[src/rtl/sb_pkg.sv]
// Shared types and constants for the issue scoreboard.
package sb_pkg;

   localparam int REG_IDX_W = 5;
   localparam int NUM_REGS  = 32;

   typedef logic [REG_IDX_W-1:0] reg_idx_t;

   typedef struct packed {
      logic     valid;
      reg_idx_t rd;
   } sb_port_t;

   function automatic logic port_hit(sb_port_t p, reg_idx_t r);
      return p.valid && (p.rd == r);
   endfunction

endpackage

[src/rtl/issue_scoreboard_if.sv]
// Issue/writeback/flush pulses in and busy/status out for the issue scoreboard.
interface issue_scoreboard_if #(parameter int NUM_REGS = 32);

   logic                  issue_a_valid;
   sb_pkg::reg_idx_t      issue_a_rd;
   logic                  issue_b_valid;
   sb_pkg::reg_idx_t      issue_b_rd;
   logic                  wb_a_valid;
   sb_pkg::reg_idx_t      wb_a_rd;
   logic                  wb_b_valid;
   sb_pkg::reg_idx_t      wb_b_rd;
   logic                  flush;
   logic [NUM_REGS-1:0]   scoreboard;
   logic                  idle;
   logic                  overflow_err;
   logic                  underflow_err;

   modport master (
      output issue_a_valid, issue_a_rd, issue_b_valid, issue_b_rd,
      output wb_a_valid, wb_a_rd, wb_b_valid, wb_b_rd, flush,
      input  scoreboard, idle, overflow_err, underflow_err
   );

   modport slave (
      input  issue_a_valid, issue_a_rd, issue_b_valid, issue_b_rd,
      input  wb_a_valid, wb_a_rd, wb_b_valid, wb_b_rd, flush,
      output scoreboard, idle, overflow_err, underflow_err
   );

endinterface

[src/rtl/sb_reg_counter.sv]
// Saturating in-flight write counter for one architectural register.
module sb_reg_counter #(
   parameter int CNT_W = 2
) (
   input  logic       clk,
   input  logic       rst_n,
   input  logic [1:0] inc,
   input  logic [1:0] dec,
   input  logic       flush,
   output logic       busy,
   output logic       busy_bypass,
   output logic       ovf,
   output logic       udf
);

   localparam logic [CNT_W-1:0] CNT_MAX = '1;

   logic [CNT_W-1:0]        cnt;
   logic [CNT_W-1:0]        cnt_nxt;
   logic signed [CNT_W+1:0] sum;

   always_comb begin
      sum     = $signed({2'b00, cnt})
              + $signed({{CNT_W{1'b0}}, inc})
              - $signed({{CNT_W{1'b0}}, dec});
      cnt_nxt = sum[CNT_W-1:0];
      ovf     = 1'b0;
      udf     = 1'b0;
      if (flush) begin
         cnt_nxt = '0;
      end else if (sum < 0) begin
         cnt_nxt = '0;
         udf     = 1'b1;
      end else if (sum > $signed({2'b00, CNT_MAX})) begin
         cnt_nxt = CNT_MAX;
         ovf     = 1'b1;
      end
   end

   always_ff @(posedge clk or negedge rst_n) begin
      if (!rst_n) cnt <= '0;
      else        cnt <= cnt_nxt;
   end

   assign busy = |cnt;
   // Busy after this cycle's retirements only; same-cycle issues deliberately excluded.
   assign busy_bypass = ({2'b00, cnt} > {{CNT_W{1'b0}}, dec});

endmodule

[src/rtl/issue_scoreboard.sv]
// Per-register in-flight write scoreboard for the dual-issue pipe.
// Define SB_WB_BYPASS_EN to let a final writeback clear its busy bit in the same cycle.
module issue_scoreboard
   import sb_pkg::*;
#(
   parameter int NUM_REGS = sb_pkg::NUM_REGS,
   parameter int CNT_W    = 2
) (
   input logic               clk,
   input logic               rst_n,
   issue_scoreboard_if.slave sb_if
);

   sb_port_t issue_a, issue_b, wb_a, wb_b;

   assign issue_a = '{valid: sb_if.issue_a_valid, rd: sb_if.issue_a_rd};
   assign issue_b = '{valid: sb_if.issue_b_valid, rd: sb_if.issue_b_rd};
   assign wb_a    = '{valid: sb_if.wb_a_valid,    rd: sb_if.wb_a_rd};
   assign wb_b    = '{valid: sb_if.wb_b_valid,    rd: sb_if.wb_b_rd};

   logic [NUM_REGS-1:0] busy;
   logic [NUM_REGS-1:0] busy_bypass;
   logic [NUM_REGS-1:0] ovf;
   logic [NUM_REGS-1:0] udf;
   logic [NUM_REGS-1:0] busy_vec;
   logic                ovf_q;
   logic                udf_q;

   // x0 is hardwired: never busy, never raises an error.
   assign busy[0]        = 1'b0;
   assign busy_bypass[0] = 1'b0;
   assign ovf[0]         = 1'b0;
   assign udf[0]         = 1'b0;

   for (genvar r = 1; r < NUM_REGS; r++) begin : g_reg
      logic [1:0] inc;
      logic [1:0] dec;

      assign inc = {1'b0, port_hit(issue_a, reg_idx_t'(r))}
                 + {1'b0, port_hit(issue_b, reg_idx_t'(r))};
      assign dec = {1'b0, port_hit(wb_a, reg_idx_t'(r))}
                 + {1'b0, port_hit(wb_b, reg_idx_t'(r))};

      sb_reg_counter #(.CNT_W(CNT_W)) u_cnt (
         .clk         (clk),
         .rst_n       (rst_n),
         .inc         (inc),
         .dec         (dec),
         .flush       (sb_if.flush),
         .busy        (busy[r]),
         .busy_bypass (busy_bypass[r]),
         .ovf         (ovf[r]),
         .udf         (udf[r])
      );
   end

`ifdef SB_WB_BYPASS_EN
   assign busy_vec = busy_bypass;
   logic sb_unused_busy;
   assign sb_unused_busy = ^busy;
`else
   assign busy_vec = busy;
   logic sb_unused_bypass;
   assign sb_unused_bypass = ^busy_bypass;
`endif

   always_ff @(posedge clk or negedge rst_n) begin
      if (!rst_n) begin
         ovf_q <= 1'b0;
         udf_q <= 1'b0;
      end else begin
         ovf_q <= ovf_q | (|ovf);
         udf_q <= udf_q | (|udf);
      end
   end

   assign sb_if.scoreboard    = busy_vec;
   assign sb_if.idle          = ~|busy_vec;
   assign sb_if.overflow_err  = ovf_q;
   assign sb_if.underflow_err = udf_q;

endmodule

[src/flat_wrapper.sv]
// flat-port wrapper written by rule: the top's interface ports become plain ports
module issue_scoreboard_flat import sb_pkg::*;
#(
   parameter int NUM_REGS = sb_pkg::NUM_REGS,
   parameter int CNT_W    = 2
)
  (clk, rst_n, sb_if_issue_a_valid, sb_if_issue_a_rd, sb_if_issue_b_valid, sb_if_issue_b_rd, sb_if_wb_a_valid, sb_if_wb_a_rd, sb_if_wb_b_valid, sb_if_wb_b_rd, sb_if_flush, sb_if_scoreboard, sb_if_idle, sb_if_overflow_err, sb_if_underflow_err);
  issue_scoreboard_if #(.NUM_REGS(NUM_REGS)) sb_if_i ();
  input logic clk;
  input logic rst_n;
  input wire logic [$bits(sb_if_i.issue_a_valid)-1:0] sb_if_issue_a_valid;
  input wire logic [$bits(sb_if_i.issue_a_rd)-1:0] sb_if_issue_a_rd;
  input wire logic [$bits(sb_if_i.issue_b_valid)-1:0] sb_if_issue_b_valid;
  input wire logic [$bits(sb_if_i.issue_b_rd)-1:0] sb_if_issue_b_rd;
  input wire logic [$bits(sb_if_i.wb_a_valid)-1:0] sb_if_wb_a_valid;
  input wire logic [$bits(sb_if_i.wb_a_rd)-1:0] sb_if_wb_a_rd;
  input wire logic [$bits(sb_if_i.wb_b_valid)-1:0] sb_if_wb_b_valid;
  input wire logic [$bits(sb_if_i.wb_b_rd)-1:0] sb_if_wb_b_rd;
  input wire logic [$bits(sb_if_i.flush)-1:0] sb_if_flush;
  output wire logic [$bits(sb_if_i.scoreboard)-1:0] sb_if_scoreboard;
  output wire logic [$bits(sb_if_i.idle)-1:0] sb_if_idle;
  output wire logic [$bits(sb_if_i.overflow_err)-1:0] sb_if_overflow_err;
  output wire logic [$bits(sb_if_i.underflow_err)-1:0] sb_if_underflow_err;
  assign sb_if_i.issue_a_valid = sb_if_issue_a_valid;
  assign sb_if_i.issue_a_rd = sb_if_issue_a_rd;
  assign sb_if_i.issue_b_valid = sb_if_issue_b_valid;
  assign sb_if_i.issue_b_rd = sb_if_issue_b_rd;
  assign sb_if_i.wb_a_valid = sb_if_wb_a_valid;
  assign sb_if_i.wb_a_rd = sb_if_wb_a_rd;
  assign sb_if_i.wb_b_valid = sb_if_wb_b_valid;
  assign sb_if_i.wb_b_rd = sb_if_wb_b_rd;
  assign sb_if_i.flush = sb_if_flush;
  assign sb_if_scoreboard = sb_if_i.scoreboard;
  assign sb_if_idle = sb_if_i.idle;
  assign sb_if_overflow_err = sb_if_i.overflow_err;
  assign sb_if_underflow_err = sb_if_i.underflow_err;
  issue_scoreboard #(.NUM_REGS(NUM_REGS), .CNT_W(CNT_W)) u_core (.clk(clk), .rst_n(rst_n), .sb_if(sb_if_i));
endmodule
[config.mk]
export PLATFORM = sky130hd
export DESIGN_NAME = issue_scoreboard_flat
export DESIGN_NICKNAME = d
export VERILOG_FILES = /design/src/rtl/sb_pkg.sv /design/src/rtl/issue_scoreboard_if.sv /design/src/rtl/sb_reg_counter.sv /design/src/rtl/issue_scoreboard.sv /design/src/flat_wrapper.sv
export SDC_FILE = /design/constraint.sdc
export NUM_CORES = 1
export LEC_CHECK = 0
export ABC_AREA = 1
export BUFFER_PORTS_ARGS = -buffer_cell sky130_fd_sc_hd__buf_2
export CAP_MARGIN = 0
export CELL_PAD_IN_SITES_DETAIL_PLACEMENT = 1
export CELL_PAD_IN_SITES_GLOBAL_PLACEMENT = 2
export CORE_UTILIZATION = 35
export DETAILED_ROUTE_END_ITERATION = 10
export PLACE_DENSITY_LB_ADDON = 0.12
export RECOVER_POWER = 100
export SYNTH_ARGS = -nofsm -noshare
export SYNTH_HDL_FRONTEND = slang
export SYNTH_HIERARCHICAL = 1
export SYNTH_SLANG_ARGS = --single-unit
[constraint.sdc]
create_clock -name clk -period 2.9 [get_ports clk]
set_clock_uncertainty 0.15 [all_clocks]
set_input_delay 0.435 -clock clk [delete_from_list [all_inputs] [get_ports clk]]
set_output_delay 0.435 -clock clk [all_outputs]
set_load 0.005 [all_outputs]
==> qor.json <==
{
  "setup_path": {
    "critical-path-top-delay-family": "simple AND/OR/NAND/NOR gates",
    "worst-path-buf-inv": 7,
    "critical-path-max-stage-delay_ps": 530,
    "timing.critical_path.to_type": "register",
    "worstPathArrival_ps": 3110,
    "cp_cell_sequence": "buf_12 > inv_4 > buf_4 > nor2_4 > buf_6 > nand2_4 > nor2_4 > ha_2 > inv_1 > fa_1 > inv_1 > ha_1 > nand2_1 > nand3_1 > nand2_1 > nor2_2 > inv_1 > nand2_1 > nor2_2 > nand2_4 > nor2_2 > nand2_1",
    "critical_path.most_common_cell": "nand2_1",
    "required_ps": 2990,
    "setup.worst_path.class": "input pin to register",
    "worst_setup_path_start_kind": "input pin",
    "cpMaxStageDelayCell": "fa_1",
    "cp_startpoint": "sb_if_issue_a_rd[1]",
    "worst_r2r_startpoint": "u_core/g_reg[1].u_cnt/cnt[1]$_DFF_PN0_",
    "path_max_fanout": 6
  },
  "sta": {
    "timing.final.ws_setup_ps": -123,
    "setup_violating_endpoint_count_in_the_final_report": 2,
    "unrepaired_setup_endpoints_after_global_routing": "true",
    "final_period_minus_worst_setup_slack_ps": 3020,
    "holdWs_ps": 461,
    "maxSlewViolCount": 65,
    "finalCritPeriodShare_pct": 104,
    "timing.final.hold_violations": 0,
    "worst_pin_slew_ps": 1900,
    "slew_headroom_pct": -26.7,
    "clock.fmax_mhz": 331
  },
  "place": {
    "place_hpwl_um": 26900,
    "portBuffers": 60,
    "finalWeightedCongestion": 0.885,
    "dpl.cell_count": 1969
  },
  "routing": {
    "dr_total_vias": 9118,
    "number_of_iterations_in_the_first_detailed_routing_pass": 4,
    "postRouteAntennaNets": 0,
    "routed_via_count_divided_by_cell_count": 4.54,
    "post_detailed_route_drc_marker_count": 0,
    "detail_route.iter0.violations": 303,
    "postRouteWirelength_um": 32900,
    "drt-wirelength-per-cell_um": 16.4
  },
  "worst_hold_path": {
    "hp-start": "sb_if_flush",
    "timing.hold.worst.class": "input pin to register"
  },
  "layout": {
    "drive_gt1_share_pct": 35.4,
    "final-instance-count-excl-fill": 2008,
    "area.growth.synth_to_final_pct": 39.5,
    "regArea_um2": 1600,
    "nNetsFinal": 1912,
    "multiInputGateArea_um2": 7310,
    "num-fill-cells": 3369
  },
  "status": {
    "result_of_the_run": "finished with violations",
    "violations": "max-capacitance violations, max-slew violations, negative setup slack"
  },
  "floorplanning": {
    "die_x_extent_um": 165,
    "effective_utilization_at_floorplan_pct": 35.7,
    "total_number_of_placement_rows": 59,
    "vert_die_dim_um": 165,
    "fp.coreArea_um2": 26100,
    "area_enclosed_by_the_die_boundary_um2": 27200,
    "io-pin-count": 62
  },
  "global_route": {
    "number_of_antenna_violations_at_the_first_check_in_global_routing": 1,
    "grt_pass1_wl_um": 51100,
    "global_route.usage.total_pct": 25.1,
    "maximum_number_of_pins_on_one_net_before_global_route_repair": 65,
    "grt_pass1_vias": 9936,
    "gr-total-overflow": 0
  },
  "clock_network": {
    "tritoncts": "yes",
    "clk_transition_reported_paths_ps": 60,
    "cts_hold_repair.buffers": 0,
    "clk-insertion-delay-late_ps": 350,
    "root_buffer": "clkbuf_16",
    "cts.path.max_buffers": 2,
    "h-tree-depth": 3,
    "tritoncts.num_buffers": 9,
    "clock-sinks": 64
  },
  "pwr": {
    "ir_worst_vdd_mv": 0.286,
    "static_leakage_nw": 7.30,
    "power_density_over_the_cells_nw_per_um2": 639,
    "post-layout-total-power_mw": 8.28
  },
  "flow_run": {
    "maximum_capacitance_violations": 1
  },
  "yosys": {
    "synth.cell_area_um2": 9300,
    "syn_inst": 1410,
    "synthesis.area_per_instance_um2": 6.60,
    "yosys_warnings": 6,
    "syn_nets": 1654
  }
}
==> power breakdown <==
part / switching (mW) / total, mW / internal [mW]
clock: 0.464 / 1.03 / 0.571
combinational: 3.44 / 5.96 / 2.52
sequential: 0.0819 / 1.29 / 1.21
total: 3.98 / 8.28 / 4.30
==> routing by layer <==
layer  share of wire (%)  wire length [um]  track usage [%]  up-vias
li1                    -                 -                -     4592
met4                 2.8               932             8.30        0
met5                   0                 0                0        -
met1                  44             14500             31.6     4363
met3                 2.9               938             3.26       42
met2                  50             16500             44.0      121
==> worst min-delay path, stage by stage <==
cell	delay, ps
buf_4	230
inv_1	90
nand2_1	70
nor2_1	100
==> stage by stage <==
stage | utilization [%] | cell area, um2 | setup TNS (ps) | worst slack, ps
after floorplan | - | 9310 | 0 | 8.73
after global placement | 43.5 | 11300 | -14980 | -1010
after detailed placement | 43.5 | 11300 | -18540 | -1050
after CTS | 48.0 | 12500 | -71.2 | -57.3
after global routing | 49.8 | 13000 | -434 | -249
final | 49.8 | 13000 | -212 | -123
==> cell usage in the layout, fill, tap and decap left out, drive strengths merged, types with 4 or more instances in the layout <==
master    n
clkbuf   38
and2      4
nor2    367
buf     227
ha      155
inv     383
fa       62
dfrtp    64
nand3    32
nor3     11
nand2   318
==> final cells by class <==
class | instances | area share (%)
repair buffers | 254 | 14.9
flip-flops and latches | 64 | 12.3
multi-input cells | 956 | 56.4
well taps | 335 | 3.23
inverters | 383 | 11.2
diodes | 1 | 0.0193
clock buffers | 11 | 1.79
clock inverters | 4 | 0.174
==> flip-flops by register name (all words and copies together) (netlist names) <==
signal                      flops
u_core/sb_if.overflow_err       1
u_core/g.u_cnt/cnt             62
u_core/sb_if.underflow_err      1
==> worst paths after layout <==
kind / end / slack, ps / depth (start not counted)
setup reg to reg: u_core/sb_if.overflow_err$_DFF_PN0_ / 470 / 14
min in group asynchronous: u_core/g_reg[5].u_cnt/cnt[0]$_DFF_PN0_ / 470 / 1
hold reg to reg: u_core/sb_if.underflow_err$_DFF_PN0_ / 550 / 6
setup / recovery: u_core/sb_if.overflow_err$_DFF_PN0_ / -120 / 22
max in group asynchronous: u_core/g_reg[21].u_cnt/cnt[0]$_DFF_PN0_ / 1020 / 1
hold / removal: u_core/g_reg[24].u_cnt/cnt[1]$_DFF_PN0_ / 460 / 4
==> timing repair <==
| item | 4_1_cts | 5_1_grt |
|---|---|---|
| hold endpoints to repair | 0 | 0 |
| resized for setup | 261 | 125 |
| pin swaps | 88 | 70 |
| buffers inserted | 11 | 12 |
| setup endpoints to repair | 8 | 3 |
Note: power is estimated with default switching activity, not from simulation.
